`src/rtl/registers_bank_pkg.sv`:
```
// Shared defaults and types for the multi-port register bank.
package registers_bank_pkg;
  localparam int unsigned REG_DATA_W = 32;
  localparam int unsigned REG_ADDR_W = 5;
  localparam int unsigned ZERO_ADDR  = 0;

  typedef logic [REG_ADDR_W-1:0] reg_addr_t;
  typedef logic [REG_DATA_W-1:0] reg_data_t;
endpackage

```
`src/rtl/registers_scoreboard.sv`:
```
// Per-register busy bits with reserve/clear priority and a registered popcount.
module registers_scoreboard
  import registers_bank_pkg::*;
#(
  parameter int unsigned ADDR_W   = REG_ADDR_W,
  parameter int unsigned NUM_RD   = 2,
  parameter int unsigned NUM_WR   = 2,
  parameter bit          ZERO_REG = 1'b1
) (
  input  logic                     i_clk,
  input  logic                     i_reset,
  input  logic [NUM_RD*ADDR_W-1:0] i_read_register,
  input  logic [NUM_WR-1:0]        i_write_enable,
  input  logic [NUM_WR*ADDR_W-1:0] i_write_register,
  input  logic                     i_reserve_valid,
  input  logic [ADDR_W-1:0]        i_reserve_register,
  output logic [NUM_RD-1:0]        o_read_busy,
  output logic [ADDR_W:0]          o_busy_count
);
  localparam int unsigned       DEPTH  = 1 << ADDR_W;
  localparam logic [ADDR_W-1:0] ZERO_A = ADDR_W'(ZERO_ADDR);

  logic [DEPTH-1:0] r_busy;
  logic [DEPTH-1:0] w_busy_next;
  logic [ADDR_W:0]  r_count;
  logic [ADDR_W:0]  w_count_next;

  // Clears first so a same-cycle reservation (newer producer) wins.
  always_comb begin
    w_busy_next = r_busy;
    for (int unsigned j = 0; j < NUM_WR; j++) begin
      if (i_write_enable[j]) begin
        w_busy_next[i_write_register[j*ADDR_W +: ADDR_W]] = 1'b0;
      end
    end
    if (i_reserve_valid && !(ZERO_REG && i_reserve_register == ZERO_A)) begin
      w_busy_next[i_reserve_register] = 1'b1;
    end
    w_count_next = '0;
    for (int unsigned i = 0; i < DEPTH; i++) begin
      w_count_next = w_count_next + (ADDR_W+1)'(w_busy_next[i]);
    end
  end

  always_ff @(posedge i_clk) begin
    if (!i_reset) begin
      r_busy  <= '0;
      r_count <= '0;
    end else begin
      r_busy  <= w_busy_next;
      r_count <= w_count_next;
    end
  end

  always_comb begin : p_read_busy
    logic [ADDR_W-1:0] ra;
    logic              hit;
    ra          = '0;
    hit         = 1'b0;
    o_read_busy = '0;
    for (int unsigned k = 0; k < NUM_RD; k++) begin
      ra  = i_read_register[k*ADDR_W +: ADDR_W];
      hit = 1'b0;
      for (int unsigned j = 0; j < NUM_WR; j++) begin
        if (i_write_enable[j] && i_write_register[j*ADDR_W +: ADDR_W] == ra) begin
          hit = 1'b1;
        end
      end
      o_read_busy[k] = r_busy[ra] && !hit;
    end
  end

  assign o_busy_count = r_count;
endmodule

```
`src/rtl/registers_bank_mp.sv`:
```
// Multi-port register file with write-to-read bypass and an issue scoreboard.
module registers_bank_mp
  import registers_bank_pkg::*;
#(
  parameter int unsigned DATA_W   = REG_DATA_W,
  parameter int unsigned ADDR_W   = REG_ADDR_W,
  parameter int unsigned NUM_RD   = 2,
  parameter int unsigned NUM_WR   = 2,
  parameter bit          ZERO_REG = 1'b1
) (
  input  logic                     i_clk,
  input  logic                     i_reset,
  input  logic [NUM_RD*ADDR_W-1:0] i_read_register,
  output logic [NUM_RD*DATA_W-1:0] o_read_data,
  output logic [NUM_RD-1:0]        o_read_busy,
  input  logic [NUM_WR-1:0]        i_write_enable,
  input  logic [NUM_WR*ADDR_W-1:0] i_write_register,
  input  logic [NUM_WR*DATA_W-1:0] i_write_data,
  input  logic                     i_reserve_valid,
  input  logic [ADDR_W-1:0]        i_reserve_register,
  output logic [ADDR_W:0]          o_busy_count
);
  localparam int unsigned       DEPTH  = 1 << ADDR_W;
  localparam logic [ADDR_W-1:0] ZERO_A = ADDR_W'(ZERO_ADDR);

  generate
    if (NUM_RD < 1 || NUM_WR < 1 || ADDR_W < 1) begin : g_bad_params
      $error("registers_bank_mp: NUM_RD, NUM_WR and ADDR_W must all be >= 1");
    end
  endgenerate

  logic [DATA_W-1:0] r_regs [DEPTH];

  // Ascending port order: the last NBA to an address (highest port) wins.
  always_ff @(posedge i_clk) begin
    if (!i_reset) begin
      for (int unsigned i = 0; i < DEPTH; i++) begin
        r_regs[i] <= '0;
      end
    end else begin
      for (int unsigned j = 0; j < NUM_WR; j++) begin
        if (i_write_enable[j] &&
            !(ZERO_REG && i_write_register[j*ADDR_W +: ADDR_W] == ZERO_A)) begin
          r_regs[i_write_register[j*ADDR_W +: ADDR_W]] <= i_write_data[j*DATA_W +: DATA_W];
        end
      end
    end
  end

  always_comb begin : p_read
    logic [ADDR_W-1:0] ra;
    logic [DATA_W-1:0] rd;
    ra          = '0;
    rd          = '0;
    o_read_data = '0;
    for (int unsigned k = 0; k < NUM_RD; k++) begin
      ra = i_read_register[k*ADDR_W +: ADDR_W];
      rd = r_regs[ra];
      for (int unsigned j = 0; j < NUM_WR; j++) begin
        if (i_write_enable[j] && i_write_register[j*ADDR_W +: ADDR_W] == ra) begin
          rd = i_write_data[j*DATA_W +: DATA_W];
        end
      end
      if (ZERO_REG && ra == ZERO_A) begin
        rd = '0;
      end
      o_read_data[k*DATA_W +: DATA_W] = rd;
    end
  end

  registers_scoreboard #(
    .ADDR_W   (ADDR_W),
    .NUM_RD   (NUM_RD),
    .NUM_WR   (NUM_WR),
    .ZERO_REG (ZERO_REG)
  ) u_scoreboard (
    .i_clk              (i_clk),
    .i_reset            (i_reset),
    .i_read_register    (i_read_register),
    .i_write_enable     (i_write_enable),
    .i_write_register   (i_write_register),
    .i_reserve_valid    (i_reserve_valid),
    .i_reserve_register (i_reserve_register),
    .o_read_busy        (o_read_busy),
    .o_busy_count       (o_busy_count)
  );
endmodule

```
`config.mk`:
```
export PLATFORM = sky130hd
export DESIGN_NAME = registers_bank_mp
export DESIGN_NICKNAME = d
export VERILOG_FILES = /design/src/rtl/registers_bank_pkg.sv /design/src/rtl/registers_scoreboard.sv /design/src/rtl/registers_bank_mp.sv
export SDC_FILE = /design/constraint.sdc
export NUM_CORES = 2
export LEC_CHECK = 0
export CORE_MARGIN = 2
export CORE_UTILIZATION = 40
export CTS_BUF_LIST = sky130_fd_sc_hd__clkbuf_4 sky130_fd_sc_hd__clkbuf_8
export DETAILED_ROUTE_END_ITERATION = 8
export PLACE_DENSITY_LB_ADDON = 0.12
export SKIP_LAST_GASP = 1
export SLEW_MARGIN = 40
export SYNTH_ARGS = -nofsm -noshare
export SYNTH_HDL_FRONTEND = slang
export SYNTH_HIERARCHICAL = 1
export SYNTH_SLANG_ARGS = --single-unit
export TNS_END_PERCENT = 1
```
`constraint.sdc`:
```
create_clock -name i_clk -period 6.9 [get_ports i_clk]
set_input_delay 1.38 -clock i_clk [delete_from_list [all_inputs] [get_ports i_clk]]
set_output_delay 1.38 -clock i_clk [all_outputs]
set_load 0.1 [all_outputs]
```
==> impl_metrics.toml <==
[critical_path]
cp.arrival_ns = 7.44
required_ns = 7.74
slowest_delay_ns = 0.56
path_max_fanout = 4
slowest_stage = "fa_1"
criticalPathCategory = "input port to register"
rr_endpoint = "u_scoreboard/o_busy_count[4]"
crit_path_cell_trace = "clkdlybuf4s50_1, nand2b_1, nor3_1, a22oi_1, a22o_1, fa_1, inv_1, fa_1, fa_1, inv_1, fa_1, fa_1, fa_1, fa_1, fa_1, a21o_1, a21oi_1, xnor2_1, and2_1"
worst-r2r-cell-count = 14
startpoint_type = "input port"
crit_path_frequent_cell = "fa_1"
cp-end-kind = "register"
r2r_setup_slack_ns = 1.51
worstReg2RegStart = "u_scoreboard/r_busy[25]"

[timing]
fin_worst_skew_ns = 0.01552
maxSlewHeadroom = 0.3511
final_hold_viol_count = 0
grt_setup_unrepaired = "false"
worstMarginPinSlew_ns = 0.9710
final_period_minus_worst_setup_slack_ns = 6.606
maxClockFrequency_ghz = 0.1514
final-max-slew-violation-count = 0
fin_setup_tns_ns = 0
setup_viol_count_final = 0
final_min_period_over_clock_period = 0.9574

[floorplanning]
dieWidth_um = 400.9
fp-row-count = 145
coreArea_mm2 = 0.1564
floorplan.initialDensity = 0.4029
dieArea_mm2 = 0.1607
top_level_ports = 166
die-height_um = 400.9

[final_layout]
final_nets = 4659
n_fill_cell = 13800
final_layout_size_suffix_gt1_frac = 0.2946
flow.area_growth_from_synthesis_pct = 15.07
final_util = 0.4637

[global_routing]
grt_first_pass_wirelength_um = 386100
grt_pass1_vias = 48300
global_route.usage.total = 0.3433
grt.overflow.total = 0
grt_antenna_before_repair = 7
grt_max_degree = 56

[detailed_routing]
dr_drc_count = 0
route.final.wire_length_um = 282200
route.detailed.wl_per_inst_um = 41.88
detailedRoute.firstPassIterationCount = 5
first_iter_violations = 7005
number_of_nets_with_antenna_violations_after_routing = 0
num_vias = 48850
vias_per_cell = 7.250

[logic_synthesis]
syn_area_cell_um2 = 14.07
synth.area.top_cells = "edfxtp_1 (49%), a22o_1 (15%), mux4_2 (14%)"
synth_largest_area_cell = "edfxtp_1"
synth_edf_count = 1024
syn_area_mm2 = 0.06302
netlist-cell-type-count = 54
yosys.area.top_type_share = 0.4880
synth-async-reset-ratio = 0
synth_sequential_area_ratio = 0.5000
synth-main-ff-cell = "edfxtp_1"
ys.warnings.count = 6
synth.ff_latch_count = 1062
netlist_instances = 4478

[worst_hold_path]
hold_start = "u_scoreboard/r_busy[0]"
type_of_the_most_critical_hold_path = "register to register"
worstHoldEndpoint = "u_scoreboard/r_busy[0]"
hold-path-cell-count = 3

[cts]
cts_root_buf = "clkbuf_8"
cts_tree = "yes"
numCtsBuffers = 190
postCtsResizedCells = 0
clkTransAtPathRegs_ns = 0.06
htree_num_levels = 4
postCtsHoldBufs = 0
clock_insertion_delay_worst_skew_ns = 0.96
ctsLongestPathBuffers = 3
cts.sink_count = 1062
post_cts.repair.setup_buffers = 0

[power_and_ir_drop]
power_density_over_the_cells_mw_per_mm2 = 234.0
vdd_ir_drop_max_mv = 0.2092
fin_total_pwr_mw = 16.97
p_leak_nw = 25.52

[placed_design]
port-buffer-count = 165
detailed_place_hpwl_um = 169600
place.gp.congestion = 0.8737

[job]
cap_violations = 0

[run_status]
outcome = "completed"
## layout by cell type, fill, tap and decap left out, types with 27 or more instances in the layout
master / instances
nor4_1: 66
o221ai_1: 62
clkbuf_4: 62
clkdlybuf4s50_1: 77
dfxtp_1: 38
nor2_4: 63
mux2i_1: 199
a22o_1: 1072
clkinv_1: 41
and2_1: 27
a221o_1: 64
conb_1: 32
mux4_2: 404
nand2_1: 106
a221oi_1: 64
edfxtp_1: 1024
o211a_1: 61
mux2_2: 120
buf_12: 98
nand3b_1: 36
a211oi_1: 64
buf_4: 349
a22oi_1: 48
clkbuf_8: 196
inv_1: 35
## layout make-up
cell class	count	area [µm²]	share of cell area
well taps	2058	2575	0.03551
flip-flops and latches	1062	31510	0.4346
clock inverters	79	570.5	0.007869
clock buffers	258	3163	0.04362
inverters	36	136.4	0.001881
diodes	2	5.005	0.00006902
repair buffers	543	5517	0.07608
multi-input cells	2700	29030	0.4004
## stage by stage
| step | hold slack (ns) | area, µm² | worst slack [ns] | std cells |
|---|---|---|---|---|
| floorplan | 0.5412 | 63140 | 0.008972 | 4509 |
| global placement | 0.6453 | 68750 | -0.6437 | 6395 |
| detailed placement | 0.6163 | 68730 | -0.6434 | 6398 |
| CTS | 0.6351 | 72460 | 0.3893 | 6735 |
| global route | 0.6916 | 72510 | 0.02405 | 6737 |
| finish | 0.6392 | 72510 | 0.2941 | 6738 |
## Yosys cell counts, types with 36 or more instances
library cell and n:
a22o_1 1072, edfxtp_1 1024, clkbuf_1 461, mux4_2 404
mux2i_1 199, buf_2 137, mux2_2 120, nand2_1 106
nor2_1 87, buf_1 70, nor4_1 67, a211oi_1 64
a221o_1 64, a221oi_1 64, o221ai_1 63, o211a_1 61
a22oi_1 48, dfxtp_1 38, inv_1 36, nand3b_1 36
## sequential cells by signal (all words and copies together), names as in the netlist
name and flops:
r_regs 1024, u_scoreboard/o_busy_count 6, u_scoreboard/r_busy 32
## per-layer routing
layer  share of wire  track usage
met4           0.059       0.1799
met2            0.44       0.5207
met5        0.000071            0
met1            0.37       0.4453
met3            0.12       0.1008
## cells by family (layout without fill, tap and decap cells)
logic type               count (synthesis)  count (layout)  share of synthesized area
AO/OA/AOI/OAI                         1453            1453                     0.2016
flip-flops                            1062            1062                     0.5000
buffers and inverters                  747             916                    0.05053
multiplexers                           723             723                     0.1974
AND/OR/NAND/NOR                        418             418                    0.03528
XOR/XNOR                                42              42                   0.005837
adder cells (fa/ha/maj)                 32              32                   0.009213
other                                    1              34                 0.00005951
## worst max path at each step
stage,startpoint,endpoint,slack (ns),depth (start not counted)
after floorplan,i_write_register[9],u_scoreboard/o_busy_count[4],0.009,17
after global placement,i_write_register[2],u_scoreboard/o_busy_count[4],-0.64,19
after global routing,i_write_register[2],u_scoreboard/o_busy_count[4],0.02,19
final,i_write_register[2],u_scoreboard/o_busy_count[4],0.29,19
after detailed placement,i_write_register[2],u_scoreboard/o_busy_count[4],-0.64,19
after CTS,i_write_register[2],u_scoreboard/o_busy_count[4],0.39,19
## critical path: cells and delay by family
kind | cells | cell delay [ns]
buffers and inverters | 3 | 0.54
AOI/OAI and AO/OA | 4 | 0.73
xor gates and xnor gates | 1 | 0.08
and+or+nand+nor | 3 | 0.72
adders and majority gates | 8 | 3.97
## power by group
group          switching [mW]  internal, mW
Combinational            2.03          1.19
Clock                    2.87          3.25
Sequential              0.182          7.45
(Power assumes the default switching activity.)
